$ cat src/rtl/mdu_divider.sv
// -----------------------------------------------------------------------------
// mdu_divider
//   Iterative radix-2 restoring divider for the execute-stage MDU. Implements
//   RISC-V DIV / DIVU / REM / REMU, one quotient bit per cycle, and carries an
//   opaque tag through to writeback. Divide-by-zero and signed overflow are
//   resolved at acceptance without iterating.
//
// Ports
//   clk         clock, rising edge
//   rst         asynchronous, active-low reset
//   flush       abort any in-flight operation (wins over every handshake)
//   in_valid    request valid
//   in_ready    divider idle and not being flushed
//   in_op       00 DIV, 01 DIVU, 10 REM, 11 REMU
//   in_a/in_b   dividend / divisor
//   in_tag      pass-through tag
//   out_valid   result valid (held until out_ready)
//   out_ready   consumer accepts result
//   out_result  quotient or remainder
//   out_tag     tag of the request that produced out_result
// -----------------------------------------------------------------------------
module mdu_divider #(
  parameter int XLEN  = 32,
  parameter int TAG_W = 6
) (
  input  logic             clk,
  input  logic             rst,
  input  logic             flush,
  input  logic             in_valid,
  output logic             in_ready,
  input  logic [1:0]       in_op,
  input  logic [XLEN-1:0]  in_a,
  input  logic [XLEN-1:0]  in_b,
  input  logic [TAG_W-1:0] in_tag,
  output logic             out_valid,
  input  logic             out_ready,
  output logic [XLEN-1:0]  out_result,
  output logic [TAG_W-1:0] out_tag
);

  localparam int CNT_W = $clog2(XLEN);

  typedef enum logic [1:0] {IDLE, CALC, SIGN, DONE} state_t;

  state_t            state;
  logic [CNT_W-1:0]  cnt;
  logic              op_rem;
  logic              neg_q;
  logic              neg_r;
  logic [XLEN-1:0]   divisor;
  logic [XLEN-1:0]   rem;
  logic [XLEN-1:0]   quo;

  // Acceptance-time decode of the incoming request.
  logic              in_signed;
  logic              in_rem;
  logic [XLEN-1:0]   a_abs;
  logic [XLEN-1:0]   b_abs;
  logic              div_zero;
  logic              overflow;

  assign in_ready  = (state == IDLE) && !flush;
  assign in_signed = ~in_op[0];
  assign in_rem    = in_op[1];
  assign a_abs     = (in_signed && in_a[XLEN-1]) ? -in_a : in_a;
  assign b_abs     = (in_signed && in_b[XLEN-1]) ? -in_b : in_b;
  assign div_zero  = (in_b == '0);
  assign overflow  = in_signed && (in_a == {1'b1, {(XLEN-1){1'b0}}}) && (&in_b);

  // One restoring step. rem < divisor always holds, so a non-negative
  // difference fits in XLEN bits and bit XLEN of the result is a pure borrow.
  logic [XLEN:0]     shifted;
  logic [XLEN:0]     diff;
  logic [XLEN-1:0]   rem_next;
  logic [XLEN-1:0]   quo_next;
  logic [XLEN-1:0]   result_fixed;

  // NOTE: every always_comb output gets a default first so no path leaves a
  // value unassigned, which would otherwise infer a latch.
  always_comb begin
    shifted  = {rem, quo[XLEN-1]};
    diff     = shifted - {1'b0, divisor};
    rem_next = shifted[XLEN-1:0];
    quo_next = {quo[XLEN-2:0], 1'b0};
    if (!diff[XLEN]) begin
      rem_next = diff[XLEN-1:0];
      quo_next = {quo[XLEN-2:0], 1'b1};
    end
  end

  // The remainder follows the dividend's sign; the quotient is negative when
  // the operand signs differ.
  assign result_fixed = op_rem ? (neg_r ? -rem : rem)
                               : (neg_q ? -quo : quo);

  // NOTE: state is updated with non-blocking assignments so every register
  // samples the pre-edge values, independent of statement order.
  // NOTE: the datapath registers are reset as well; they are few, and it keeps
  // every output deterministic straight out of reset.
  always_ff @(posedge clk or negedge rst) begin
    if (!rst) begin
      state      <= IDLE;
      cnt        <= '0;
      op_rem     <= 1'b0;
      neg_q      <= 1'b0;
      neg_r      <= 1'b0;
      divisor    <= '0;
      rem        <= '0;
      quo        <= '0;
      out_valid  <= 1'b0;
      out_result <= '0;
      out_tag    <= '0;
    end else if (flush) begin
      state     <= IDLE;
      out_valid <= 1'b0;
    end else begin
      unique case (state)
        IDLE: begin
          if (in_valid) begin
            out_tag <= in_tag;
            op_rem  <= in_rem;
            if (div_zero) begin
              out_result <= in_rem ? in_a : '1;
              state      <= DONE;
            end else if (overflow) begin
              out_result <= in_rem ? '0 : in_a;
              state      <= DONE;
            end else begin
              neg_q   <= in_signed && (in_a[XLEN-1] ^ in_b[XLEN-1]);
              neg_r   <= in_signed && in_a[XLEN-1];
              divisor <= b_abs;
              rem     <= '0;
              quo     <= a_abs;
              cnt     <= '0;
              state   <= CALC;
            end
          end
        end
        CALC: begin
          rem <= rem_next;
          quo <= quo_next;
          cnt <= cnt + CNT_W'(1);
          if (cnt == CNT_W'(XLEN - 1)) state <= SIGN;
        end
        SIGN: begin
          out_result <= result_fixed;
          out_valid  <= 1'b1;
          state      <= DONE;
        end
        DONE: begin
          // Special cases arrive here straight from IDLE with out_valid still
          // low; it rises on the first DONE cycle.
          if (!out_valid) begin
            out_valid <= 1'b1;
          end else if (out_ready) begin
            out_valid <= 1'b0;
            state     <= IDLE;
          end
        end
        default: state <= IDLE;
      endcase
    end
  end

endmodule

$ cat config.mk
export PLATFORM = sky130hd
export DESIGN_NAME = mdu_divider
export DESIGN_NICKNAME = d
export VERILOG_FILES = /design/src/rtl/mdu_divider.sv
export SDC_FILE = /design/constraint.sdc
export NUM_CORES = 1
export LEC_CHECK = 0
export CAP_MARGIN = 20
export CORE_ASPECT_RATIO = 0.6
export CORE_UTILIZATION = 60
export CTS_BUF_LIST = sky130_fd_sc_hd__clkbuf_8
export DETAILED_ROUTE_END_ITERATION = 7
export GPL_TIMING_DRIVEN = 0
export PLACE_DENSITY = 0.84
export SYNTH_ARGS = -nofsm -noshare
export SYNTH_HDL_FRONTEND = slang
export SYNTH_SLANG_ARGS = --single-unit
$ cat constraint.sdc
create_clock -name clk -period 3.6 [get_ports clk]
set_input_delay 1.08 -clock clk [delete_from_list [all_inputs] [get_ports clk]]
set_output_delay 1.08 -clock clk [all_outputs]
set_load 0.1 [all_outputs]
---- Word-level counts from Yosys, hierarchy flattened ----
Cells that the tools add are included.
word-level totals
  ROM bits ................................ 0
  memory bits (writable) .................. 0
  register bits after elaboration ......... 145
  bits in latches ......................... 0
  memories kept ........................... 0
  output and inout bits ................... 40
  logic and storage cells ................. 90
  bits of input ports ..................... 77
operators by class
  equal/unequal tests ..................... 13
  $lt $le $gt $ge ......................... 0
  div/mod/pow operators ................... 0
  $add $sub $neg .......................... 6
  shifts and indexed selects .............. 0
  bitwise gates (word level) .............. 5
  $mul .................................... 0
  reductions and logical operators ........ 18
  muxes and demuxes ....................... 37
operator list
  kind                                           count
  2-to-1 mux 32 bit                              17
  case mux 32 bit (2 select lines)               3
  negator 32 bit                                 4
  subtractor 33 x 32 -> 33 bit                   1
  == test 32 bit (second input constant)         1
  logical NOT 32 bit                             1
  AND reduction 32 bit                           1
  2-to-1 mux 5 bit                               3
  inequality test 3 bit (second input constant)  5
  2-to-1 mux 2 bit                               7
  case mux 5 bit (2 select lines)                1
  AND reduction 5 bit                            2
  case mux 2 bit (4 select lines)                1
  AND reduction 4 bit                            2
  logical AND 1 bit                              6
  inequality test 2 bit (second input constant)  3
  adder 5 x 1 -> 5 bit (second input constant)   1
  == test 5 bit (second input constant)          1
  == test 2 bit (second input constant)          2
  2-to-1 mux 1 bit                               4
  NOT 1 bit                                      4
  nonzero test 2 bit                             2
  AND reduction 3 bit                            1
  nonzero test 3 bit                             1
  other kinds (5)                                5

---- Longest topological paths before layout ----
Gate-level depths: netlist of the first run.
  depth in word-level cells ............... 8
  gate-level depth with buffers ........... 13
  gate-level depth less buffers ........... 12

---- Worst setup path before layout of the first run ----
No wires, ideal clock.
  path type ............................... in2reg
  start point ............................. in flush
  end point ............................... reg rem[28]
  setup time .............................. 0.087 ns
  setup slack ............................. -0.352 ns
  buffers on the path ..................... 2
  cell stages on the path ................. 8
  required time ........................... 3.513 ns
  arrival ................................. 3.865 ns
  cell sequence ........................... nor2b_1 -> and2_1 -> clkbuf_1 -> nand2_1 -> nand2_2 -> clkbuf_1 -> nand4_1 -> o211ai_1
on the way
  word-level cells in the longest chain between the ends .. 2
ends and longest elaborated chain
  what                                  line  text
  from (decl)                           28    input logic flush,
  NOT 1 bit (no source line)            --
  AND reduction 5 bit (no source line)  --
  to (signal assigned)                  140   rem <= rem_next;
  to (decl)                             51    logic [XLEN-1:0] rem;
No other way between the ends.
A chain may end at the register's enable or synchronous reset.

---- Final worst setup path of the first run ----
  start point ............................. in in_b[8]
  end point ............................... reg rem[31]
on the way
  word-level cells in the longest chain between the ends .. 4
  elaborated cells between the ends (all ways) .. 6
  classes of those cells .................. eq/ne (2); reduce/logical (4)
ends and longest elaborated chain
  what                                      line  text
  from (decl)                               33    input logic [XLEN-1:0] in_b,
  AND reduction 32 bit                      68    assign overflow = in_signed && (in_a == {1'b1, {(XLEN-1){1'b0}}}) && (&in_b);
  logical AND 1 bit                         68
  inequality test 2 bit (no source line)    --
  AND reduction 5 bit (no source line) (*)  --
Every way passes the cells marked *; elsewhere a longest branch is shown, timed or not.

==> results of run 1 <==
==> critical path: cells and delay by family <==
| kind | cells | cell delay, ns |
|---|---|---|
| muxes | 1 | 0.25 |
| buffers and inverters | 2 | 0.64 |
| AOI/OAI and AO/OA | 3 | 0.60 |
| and+or+nand+nor | 5 | 1.32 |
==> cell type report <==
class	count	area (µm²)	share of cell area [%]
Buffer	80	432.9	3.145
Timing Repair Buffer	128	1276	9.272
Clock buffer	17	234.0	1.700
Sequential cell	145	3628	26.36
Multi-Input combinational cell	1191	7517	54.61
Inverter	55	206.4	1.500
Tap cell	240	300.3	2.182
Clock inverter	15	168.9	1.227
==> flip-flops by register name, indices dropped and copies added (netlist names) <==
name        count
neg_r           1
cnt             5
out_valid       1
rem            32
quo            32
state           2
op_rem          1
out_result     32
divisor        32
neg_q           1
out_tag         6
==> synth_stat cells, types with 4 or more instances <==
cell,count,area share (%)
a211oi_1,29,1.9
a21o_1,8,0.53
a21oi_1,158,6.9
a31oi_1,11,0.60
and2_1,6,0.33
and3_1,5,0.27
buf_1,5,0.16
buf_2,17,0.74
clkbuf_1,59,1.9
dfrtp_1,145,32
ha_1,43,4.7
inv_1,55,1.8
mux2i_1,29,2.5
nand2_1,201,6.6
nand2b_1,20,1.1
nand3_1,20,0.88
nand4_1,15,0.82
nor2_1,146,4.8
nor2b_1,12,0.66
nor3_1,26,1.1
nor4_1,12,0.66
o211ai_1,9,0.59
o21a_1,5,0.33
o21ai_0,131,5.7
o21bai_1,5,0.33
o22ai_1,32,1.8
o31ai_1,31,2.0
o41ai_1,11,0.84
or3_1,12,0.66
or4_1,16,1.1
or4_4,4,0.39
xnor2_1,86,6.6
xor2_1,63,4.8
==> path summary, 6_finish.rpt <==
path                       depth (start not counted)            end  slack [ns]
min reg2reg                                        2  out_result[4]        0.49
min in group asynchronous                          1     divisor[4]        0.61
max in group asynchronous                          2       state[1]        2.13
max                                               11        rem[31]        0.05
min                                                2  out_result[4]        0.49
max reg2reg                                       15        rem[30]        0.06
==> where the power goes <==
part           total, µW  leakage (µW)  internal, µW  switching (µW)
clock network       1390      0.000212           681             708
registers           3200       0.00182          2340             854
logic               9450       0.00377          3320            6130
total              14000       0.00580          6350            7690
==> through the flow <==
step | cell area (µm²) | instances | total power (µW) | hold WS (ns) | TNS [ns]
finish | 13760 | 1871 | 14040 | 0.4859 | 0
global route | 13760 | 1871 | 14840 | 0.5050 | -0.03328
CTS | 13590 | 1866 | 13560 | 0.4889 | 0
detailed placement | 12920 | 1829 | 11950 | 0.4697 | -147.91
global placement | 12900 | 1828 | 11710 | 0.4601 | -798.04
floorplan | 11430 | 1472 | 9554 | 0.4563 | 0
==> what timing repair did <==
| item | 4_1_cts | 5_1_grt |
|---|---|---|
| setup buffers | 6 | 5 |
| cloned | 0 | 0 |
| endpoints found under the setup margin | 133 | 109 |
| pin swaps | 8 | 6 |
| hold endpoints to repair | 0 | 0 |
| gates resized for setup | 90 | 31 |
==> logic make-up after synthesis <==
logic type               count (synthesis)  synth area share (%)
flip-flops                             145                 31.74
multiplexers                            30                 2.638
adder cells (fa/ha/maj)                 44                 4.881
buffers and inverters                  136                 4.651
AND/OR/NAND/NOR                        507                 20.36
AO/OA/AOI/OAI                          460                 24.18
XOR/XNOR                               150                 11.56
==> metal layers <==
metal / wire length (µm) / vias to the layer above
met5: 0 / -
met4: 724 / 0
met3: 5518 / 74
met2: 15170 / 809
met1: 17610 / 5783
li1: - / 5535
==> impl_metrics.env, run 1 <==
export IMPL_status="finished, final reports clean"
export IMPL_portBuffers=116
export IMPL_drt_pass1_iterations=8
export IMPL_path_clk_slew_ns=0.08
export IMPL_syn_area_um2=11430
export IMPL_min_from="out_result[4]"
export IMPL_cts_hold_buf=0
export IMPL_start_kind="primary input"
export IMPL_p_leak_uw=0.005800
export IMPL_place_gp_congestion=0.9718
export IMPL_cp_required_ns=3.94
export IMPL_grt_pass1_wl_mm=60.78
export IMPL_worst_path_max_fanout=5
export IMPL_antenna_found_initial=0
export IMPL_layout_common_cells="nand2_1 (198), a21oi_1 (157), nor2_1 (145), dfrtp_1 (145), o21ai_0 (131)"
export IMPL_hold_path_class="flip-flop to flip-flop"
export IMPL_htree_levels=4
export IMPL_period_needed_ns=3.553
export IMPL_cp_slowest_cell="or4_4"
export IMPL_area_growth_synth_to_final_pct=20.40
export IMPL_fp_dieH_um=108.9
export IMPL_worstPathCellList="clkdlybuf4s50_1, or4_4, nor3_4, and4bb_1, buf_6, o21ba_4, a21boi_4, nor2_1, mux2_2, and3_1, a221o_1"
export IMPL_worstReg2RegStart="quo[31]"
export IMPL_netlist_instances=1472
export IMPL_insertion_delay_ns=0.47
export IMPL_finalCritPeriodShare_pct=98.70
export IMPL_ios=117
export IMPL_grt_ovfl_total=0
export IMPL_diodes=0
export IMPL_synth_cell_types=65
export IMPL_ys_flop_type="dfrtp_1"
export IMPL_drtIter0Drc=1736
export IMPL_synth_nets=1593
export IMPL_drive_gt1_share_pct=8.093
export IMPL_die_w_um=180.2
export IMPL_grt_util_met3_pct=11.96
export IMPL_finalMaxSlewViolations=0
export IMPL_wirelength_mm=39.02
export IMPL_cts_sinks=145
export IMPL_syn_avg_cell_area_um2=7.766
export IMPL_ys_seq_elements=145
export IMPL_async_flop_share_pct=100.0
export IMPL_clockRootBuffer="clkbuf_8"
export IMPL_startpoint="in_b[8]"
export IMPL_start_util_pct=62.29
export IMPL_cts_buffers=17
export IMPL_routed_via_count=12201
export IMPL_cts_tree="done"
export IMPL_cap_violations=0
export IMPL_max_slew_margin_pct=29.32
export IMPL_crit_type="primary input to flip-flop"
export IMPL_fmax_ghz=0.2814
export IMPL_gr_usage_all_layers_pct=40.28
export IMPL_setup_viol=0
export IMPL_wl_per_cell_um=20.86
export IMPL_post_route_drc_count=0
export IMPL_grt_pass1_vias=10860
export IMPL_fin_skew_ns=0.01992
export IMPL_met1_usage_pct=61.55
export IMPL_fp_dieArea_um2=19630
export IMPL_worstPathArrival_ns=3.90
export IMPL_final_util_pct=75.00
export IMPL_met2_usage_pct=54.51
export IMPL_yosysSeqAreaShare_pct=31.74
export IMPL_clk_path_buf_depth=2
export IMPL_core_um2=18350
export IMPL_dp_slack_ns=-1.362
export IMPL_worst_slew_pin_slew_ns=1.057
export IMPL_max_stage_delay_ns=0.57
export IMPL_pwr_density_cell_nw_per_um2=1020
export IMPL_dp_hpwl_mm=29.49
export IMPL_synth_edff_count=0
export IMPL_layout_commonest_cell="nand2_1"
export IMPL_critPathCaptureType="flip-flop"
export IMPL_grt_max_degree=77
export IMPL_rows=38
export IMPL_grt_busiest_layer="met1"
export IMPL_ir_drop_v=0.0007913
export IMPL_final_net_count=1739
export IMPL_fin_ws_ns=0.04672
export IMPL_n_fill_cell=1452
export IMPL_hold_violations=0
export IMPL_vias_per_cell=6.521
export IMPL_ys_warn_count=0
export IMPL_ant_nets=0
(Power assumes the default switching activity.)
==> run 2: changes to the inputs <==
Settings changed: GPL_ROUTABILITY_DRIVEN set to 0.
==> impl_metrics.env, run 2 (synthesis gave the netlist of run 1 again) <==
export IMPL_status="finished, final reports clean"
export IMPL_grt_pass1_vias=10845
export IMPL_vias_per_cell=6.552
export IMPL_period_needed_ns=3.575
export IMPL_fin_skew_ns=0.02061
export IMPL_fp_dieH_um=108.9
export IMPL_ios=117
export IMPL_r2r_cells=13
export IMPL_layout_common_cells="nand2_1 (198), a21oi_1 (157), nor2_1 (145), dfrtp_1 (145), o21ai_0 (131)"
export IMPL_cap_violations=0
export IMPL_cp_required_ns=3.99
export IMPL_portBuffers=116
export IMPL_fmax_ghz=0.2797
export IMPL_die_w_um=180.2
export IMPL_pwr_density_cell_nw_per_um2=1027
export IMPL_r2r_setup_slack_ns=0.03
export IMPL_ant_nets=0
export IMPL_met1_usage_pct=56.56
export IMPL_fp_dieArea_um2=19630
export IMPL_cts_tree="done"
export IMPL_cts_hold_buf=0
export IMPL_p_leak_uw=0.005865
export IMPL_layout_commonest_cell="nand2_1"
export IMPL_fin_ws_ns=0.02535
export IMPL_power_frac_seq_pct=22.5
export IMPL_insertion_delay_ns=0.48
export IMPL_grt_busiest_layer="met1"
export IMPL_drive_gt1_share_pct=7.895
export IMPL_antenna_found_initial=0
export IMPL_dp_slack_ns=-1.492
export IMPL_area_growth_synth_to_final_pct=20.72
export IMPL_hold_violations=0
export IMPL_hold_end="out_result[7]"
export IMPL_p_clk_share_pct=10.4
export IMPL_drt_pass1_iterations=6
export IMPL_grt_ovfl_total=0
export IMPL_internal_power_uw=6458
export IMPL_wirelength_mm=38.47
export IMPL_diodes=0
export IMPL_final_net_count=1742
export IMPL_path_clk_slew_ns=0.09
export IMPL_critPathCaptureType="flip-flop"
export IMPL_worst_path_max_fanout=6
export IMPL_n_fill_cell=1386
export IMPL_pwr_share_comb_pct=67.1
export IMPL_cts_sinks=145
export IMPL_worst_slew_pin_slew_ns=1.009
export IMPL_cts_buffers=17
export IMPL_core_um2=18350
export IMPL_worstReg2RegStart="quo[31]"
export IMPL_post_route_drc_count=0
export IMPL_layout_cells_non_filler=1874
export IMPL_rows=38
export IMPL_dp_cells=1829
export IMPL_min_from="out_result[7]"
export IMPL_clockRootBuffer="clkbuf_8"
export IMPL_power_switching_uw=7715
export IMPL_r2r_end="rem[29]"
export IMPL_grt_max_degree=99
export IMPL_worstHoldPathCells=2
export IMPL_finalCritPeriodShare_pct=99.30
export IMPL_gr_usage_all_layers_pct=38.94
export IMPL_met2_usage_pct=52.41
export IMPL_dp_hpwl_mm=28.89
export IMPL_setup_viol=0
export IMPL_max_slew_margin_pct=32.55
export IMPL_htree_levels=4
export IMPL_sw_frac_of_total_pct=54.44
export IMPL_start_util_pct=62.29
export IMPL_grt_pass1_wl_mm=59.06
export IMPL_final_util_pct=75.20
export IMPL_whs_ns=0.4818
export IMPL_drtIter0Drc=2078
export IMPL_worstPathArrival_ns=3.97
export IMPL_ir_drop_v=0.0007753
export IMPL_wl_per_cell_um=20.53
export IMPL_hold_path_class="flip-flop to flip-flop"
export IMPL_finalMaxSlewViolations=0
export IMPL_grt_util_met3_pct=14.30
export IMPL_crit_type="flip-flop to flip-flop"
export IMPL_clk_path_buf_depth=2
export IMPL_tns_ns=0
export IMPL_routed_via_count=12278
export IMPL_start_kind="flip-flop"
==> run 2: cell count changes in the layout (fill, tap and decap cells not counted), sizes merged <==
cell,previous run,this run
clkinv,8,7
dlymetal6s2s,9,17
dlygate4sd2,12,7
clkinvlp,1,0
clkdlybuf4s50,92,89
clkdlybuf4s15,1,2
bufinv,3,4
clkbuf,77,78
buf,34,36
==> run 2: cell type report <==
class | count | area, µm² | share of cell area [%]
Multi-Input combinational cell | 1191 | 7487 | 54.25
Sequential cell | 145 | 3628 | 26.29
Tap cell | 240 | 300.3 | 2.176
Buffer | 80 | 405.4 | 2.937
Timing Repair Buffer | 131 | 1335 | 9.674
Clock buffer | 18 | 247.7 | 1.795
Inverter | 55 | 206.4 | 1.496
Clock inverter | 14 | 190.2 | 1.378
==> run 2: what timing repair did <==
action,in CTS,in global routing
endpoints found under the setup margin,133,131
resized for setup,70,41
buffers inserted,6,8
pin swaps,5,10
==> run 2: critical path, cell delays in order, from the launching register on <==
cell and delay, ns:
dfrtp_1 0.37, inv_1 0.10, ha_1 0.24, fa_2 0.37, nand2b_1 0.19, a21o_1 0.22, a211oi_4 0.24, buf_4 0.19
nor2_4 0.07, o31ai_4 0.35, a31oi_4 0.17, xor2_1 0.59, a21oi_1 0.18, a21oi_1 0.20
==> run 2: metal layers <==
layer / wire, µm / vias up / share of wire, %
met5: 0 / - / 0
met4: 984 / 0 / 2.6
met3: 5784 / 86 / 15
met2: 15140 / 908 / 39
met1: 16560 / 5748 / 43
li1: - / 5536 / -
==> run 2: worst max-delay path by stage <==
stage / slack (ns) / endpoint / depth (start not counted) / start
3_3_place_gp: -4.48 / out_tag[5] / 1 / rst
3_5_place_dp: -1.49 / rem[12] / 13 / in_b[0]
2_1_floorplan: 0.14 / rem[31] / 12 / in_b[0]
6_report: 0.03 / rem[29] / 13 / quo[31]
4_1_cts: 0.004 / rem[31] / 10 / in_a[3]
5_1_grt: -0.10 / rem[29] / 13 / quo[31]
==> run 2: stage by stage <==
step	instance area, µm²	total power, µW
2_1_floorplan	11430	9554
3_3_place_gp	12900	11650
3_5_place_dp	12920	11910
4_1_cts	13590	13600
5_1_grt	13800	14900
6_report	13800	14170
==> run 2: power groups by stage <==
| stage | clock (µW) | combinational, µW | sequential, µW |
|---|---|---|---|
| floorplan | 0 | 5320 | 4240 |
| global placement | 0 | 8500 | 3140 |
| detailed placement | 0 | 8740 | 3170 |
| CTS | 1460 | 9000 | 3140 |
| global route | 1530 | 10100 | 3270 |
| finish | 1470 | 9510 | 3190 |
==> run 3: changes to the inputs <==
Settings changed: ABC_AREA set to 1, PLACE_DENSITY 0.84 to 0.86.
==> impl_metrics.env, run 3 <==
export IMPL_rows=42
export IMPL_yosysMostFrequentCell="nand2_1"
export IMPL_ys_flop_type="dfrtp_1"
export IMPL_synth_cell_types=47
export IMPL_clockRootBuffer="clkbuf_8"
export IMPL_grt_pass1_wl_mm=77.11
export IMPL_core_um2=22280
export IMPL_path_clk_slew_ns=0.08
export IMPL_fin_ws_ns=0.06545
export IMPL_syn_area_um2=13800
export IMPL_drtIter0Drc=2735
export IMPL_cts_sinks=145
export IMPL_cts_buffers=17
export IMPL_yosysSeqAreaShare_pct=26.28
export IMPL_worst_path_max_fanout=10
export IMPL_post_route_drc_count=12
export IMPL_cp_required_ns=4.01
export IMPL_ys_warn_count=0
export IMPL_pwr_density_cell_nw_per_um2=722.5
export IMPL_hold_path_class="flip-flop to flip-flop"
export IMPL_async_flop_share_pct=100.0
export IMPL_area_growth_synth_to_final_pct=14.38
export IMPL_ir_drop_v=0.0009456
export IMPL_synth_top_area_share_pct=26.28
export IMPL_vias_per_cell=6.025
export IMPL_insertion_delay_ns=0.52
export IMPL_dp_slack_ns=-0.4694
export IMPL_grt_max_degree=75
export IMPL_fp_dieArea_um2=23640
export IMPL_wl_per_cell_um=18.17
export IMPL_htree_levels=4
export IMPL_grt_pass1_vias=14543
export IMPL_synth_edff_count=0
export IMPL_post_cts_buffers=0
export IMPL_wirelength_mm=50.61
export IMPL_fin_skew_ns=0.02016
export IMPL_ys_seq_elements=145
export IMPL_cts_tree="done"
export IMPL_ios=117
export IMPL_drt_pass1_iterations=8
export IMPL_worst_slew_pin_slew_ns=1.197
export IMPL_start_util_pct=61.96
export IMPL_status="finished, violations left"
export IMPL_fmax_ghz=0.2829
export IMPL_fp_dieH_um=119.5
export IMPL_die_w_um=197.8
export IMPL_portBuffers=114
export IMPL_syn_avg_cell_area_um2=5.925
export IMPL_period_needed_ns=3.535
export IMPL_max_slew_margin_pct=19.59
export IMPL_layout_commonest_cell="nand2_1"
export IMPL_start_kind="primary input"
export IMPL_synth_common_cells="nand2_1 (880), inv_1 (283), nand3_1 (235)"
export IMPL_drive_gt1_share_pct=4.320
export IMPL_synth_top_area_cell="dfrtp_1"
export IMPL_grt_ovfl_total=0
export IMPL_final_net_count=2585
export IMPL_power_uw=11410
export IMPL_diodes=0
export IMPL_synthTopCellsByArea="dfrtp_1 (26%), nand2_1 (24%), nand3_1 (8.5%), inv_1 (7.7%), nor2_1 (4.8%)"
export IMPL_cap_violations=0
export IMPL_ant_nets=0
export IMPL_clk_path_buf_depth=2
export IMPL_gr_usage_all_layers_pct=42.74
export IMPL_finalCritPeriodShare_pct=98.18
export IMPL_hold_violations=0
export IMPL_routed_via_count=16781
export IMPL_rsz0062_at_grt="no"
export IMPL_synth_nets=2451
export IMPL_p_leak_uw=0.008360
export IMPL_antenna_found_initial=0
export IMPL_finalMaxSlewViolations=0
export IMPL_setup_viol=0
export IMPL_crit_type="primary input to flip-flop"
export IMPL_violations="design-rule violations"
export IMPL_layout_common_cells="nand2_1 (880), inv_1 (285), nand3_1 (235), nor2_1 (177), dfrtp_1 (145)"
export IMPL_netlist_instances=2330
export IMPL_worstPathArrival_ns=3.95
export IMPL_critPathCaptureType="flip-flop"
export IMPL_dp_hpwl_mm=40.43
[run 3: path summary, 6_finish.rpt]
path,from,to,slack (ns),cells past startpoint
min,out_result[18],out_result[18],0.49,2
max in group asynchronous,rst,out_result[27],2.22,2
min reg2reg,out_result[18],out_result[18],0.49,2
max reg2reg,divisor[0],rem[0],0.71,17
max,in_a[31],quo[26],0.07,11
min in group asynchronous,rst,rem[7],0.55,1
[run 3: logic make-up (layout without fill, tap and decap cells)]
kind of cell / Yosys count / in the layout / synth area share (%)
and+or+nand+nor: 1426 / 1426 / 43.65
DFF: 145 / 145 / 26.28
buffers and inverters: 368 / 515 / 11.09
AOI/OAI and AO/OA: 287 / 287 / 11.09
xor gates and xnor gates: 57 / 57 / 3.616
adders and majority gates: 47 / 47 / 4.260
[run 3: final cells by class]
class	instances	area [µm²]
inverter	290	1089
fill	2051	6492
clock buffer	21	289.0
buffer	78	442.9
multi-input combinational	1817	8647
sequential	145	3628
tap	308	385.4
timing repair buffer	115	1171
clock inverter	11	136.4
[run 3: routing by layer]
layer	vias to the layer above	global-route usage, %	routed length [µm]
li1	7704	-	-
met1	7641	62.64	21370
met2	1288	55.02	18850
met3	146	19.34	9132
met4	2	12.11	1229
met5	-	0	29
[run 3: stage by stage]
step           std cells  hold WS, ns  TNS (ns)  utilization, %  area [µm²]
3_3_place_gp        2752       0.4636   -661.96           68.81       15330
3_5_place_dp        2753       0.4689    -14.27           68.94       15360
5_1_grt             2785       0.5001         0           70.86       15790
4_1_cts             2785       0.4892         0           70.85       15790
6_report            2785       0.4869         0           70.86       15790
2_1_floorplan       2330       0.4488         0               -       13800
[run 3: worst max-delay path, cell delays in order]
cell	delay [ns]
clkdlybuf4s50_1	0.77
inv_1	0.12
nor2_1	0.58
clkbuf_1	0.69
o21ai_0	0.28
nand2_1	0.14
nand2_1	0.06
nand3_1	0.08
nand2_1	0.06
nand2_1	0.05
nand2_1	0.04
[run 3: power breakdown]
group / leakage, µW / total (µW) / internal, µW / switching, µW
clock: 0.000220 / 1440 / 750 / 693
sequential: 0.00188 / 2650 / 2200 / 449
combinational: 0.00626 / 7310 / 1940 / 5380
total: 0.00836 / 11400 / 4890 / 6520
[run 3: timing repair]
item / CTS / global route
resized for setup: 3 / 1
hold buffers: 0 / 0
setup endpoints to repair: 1 / 10
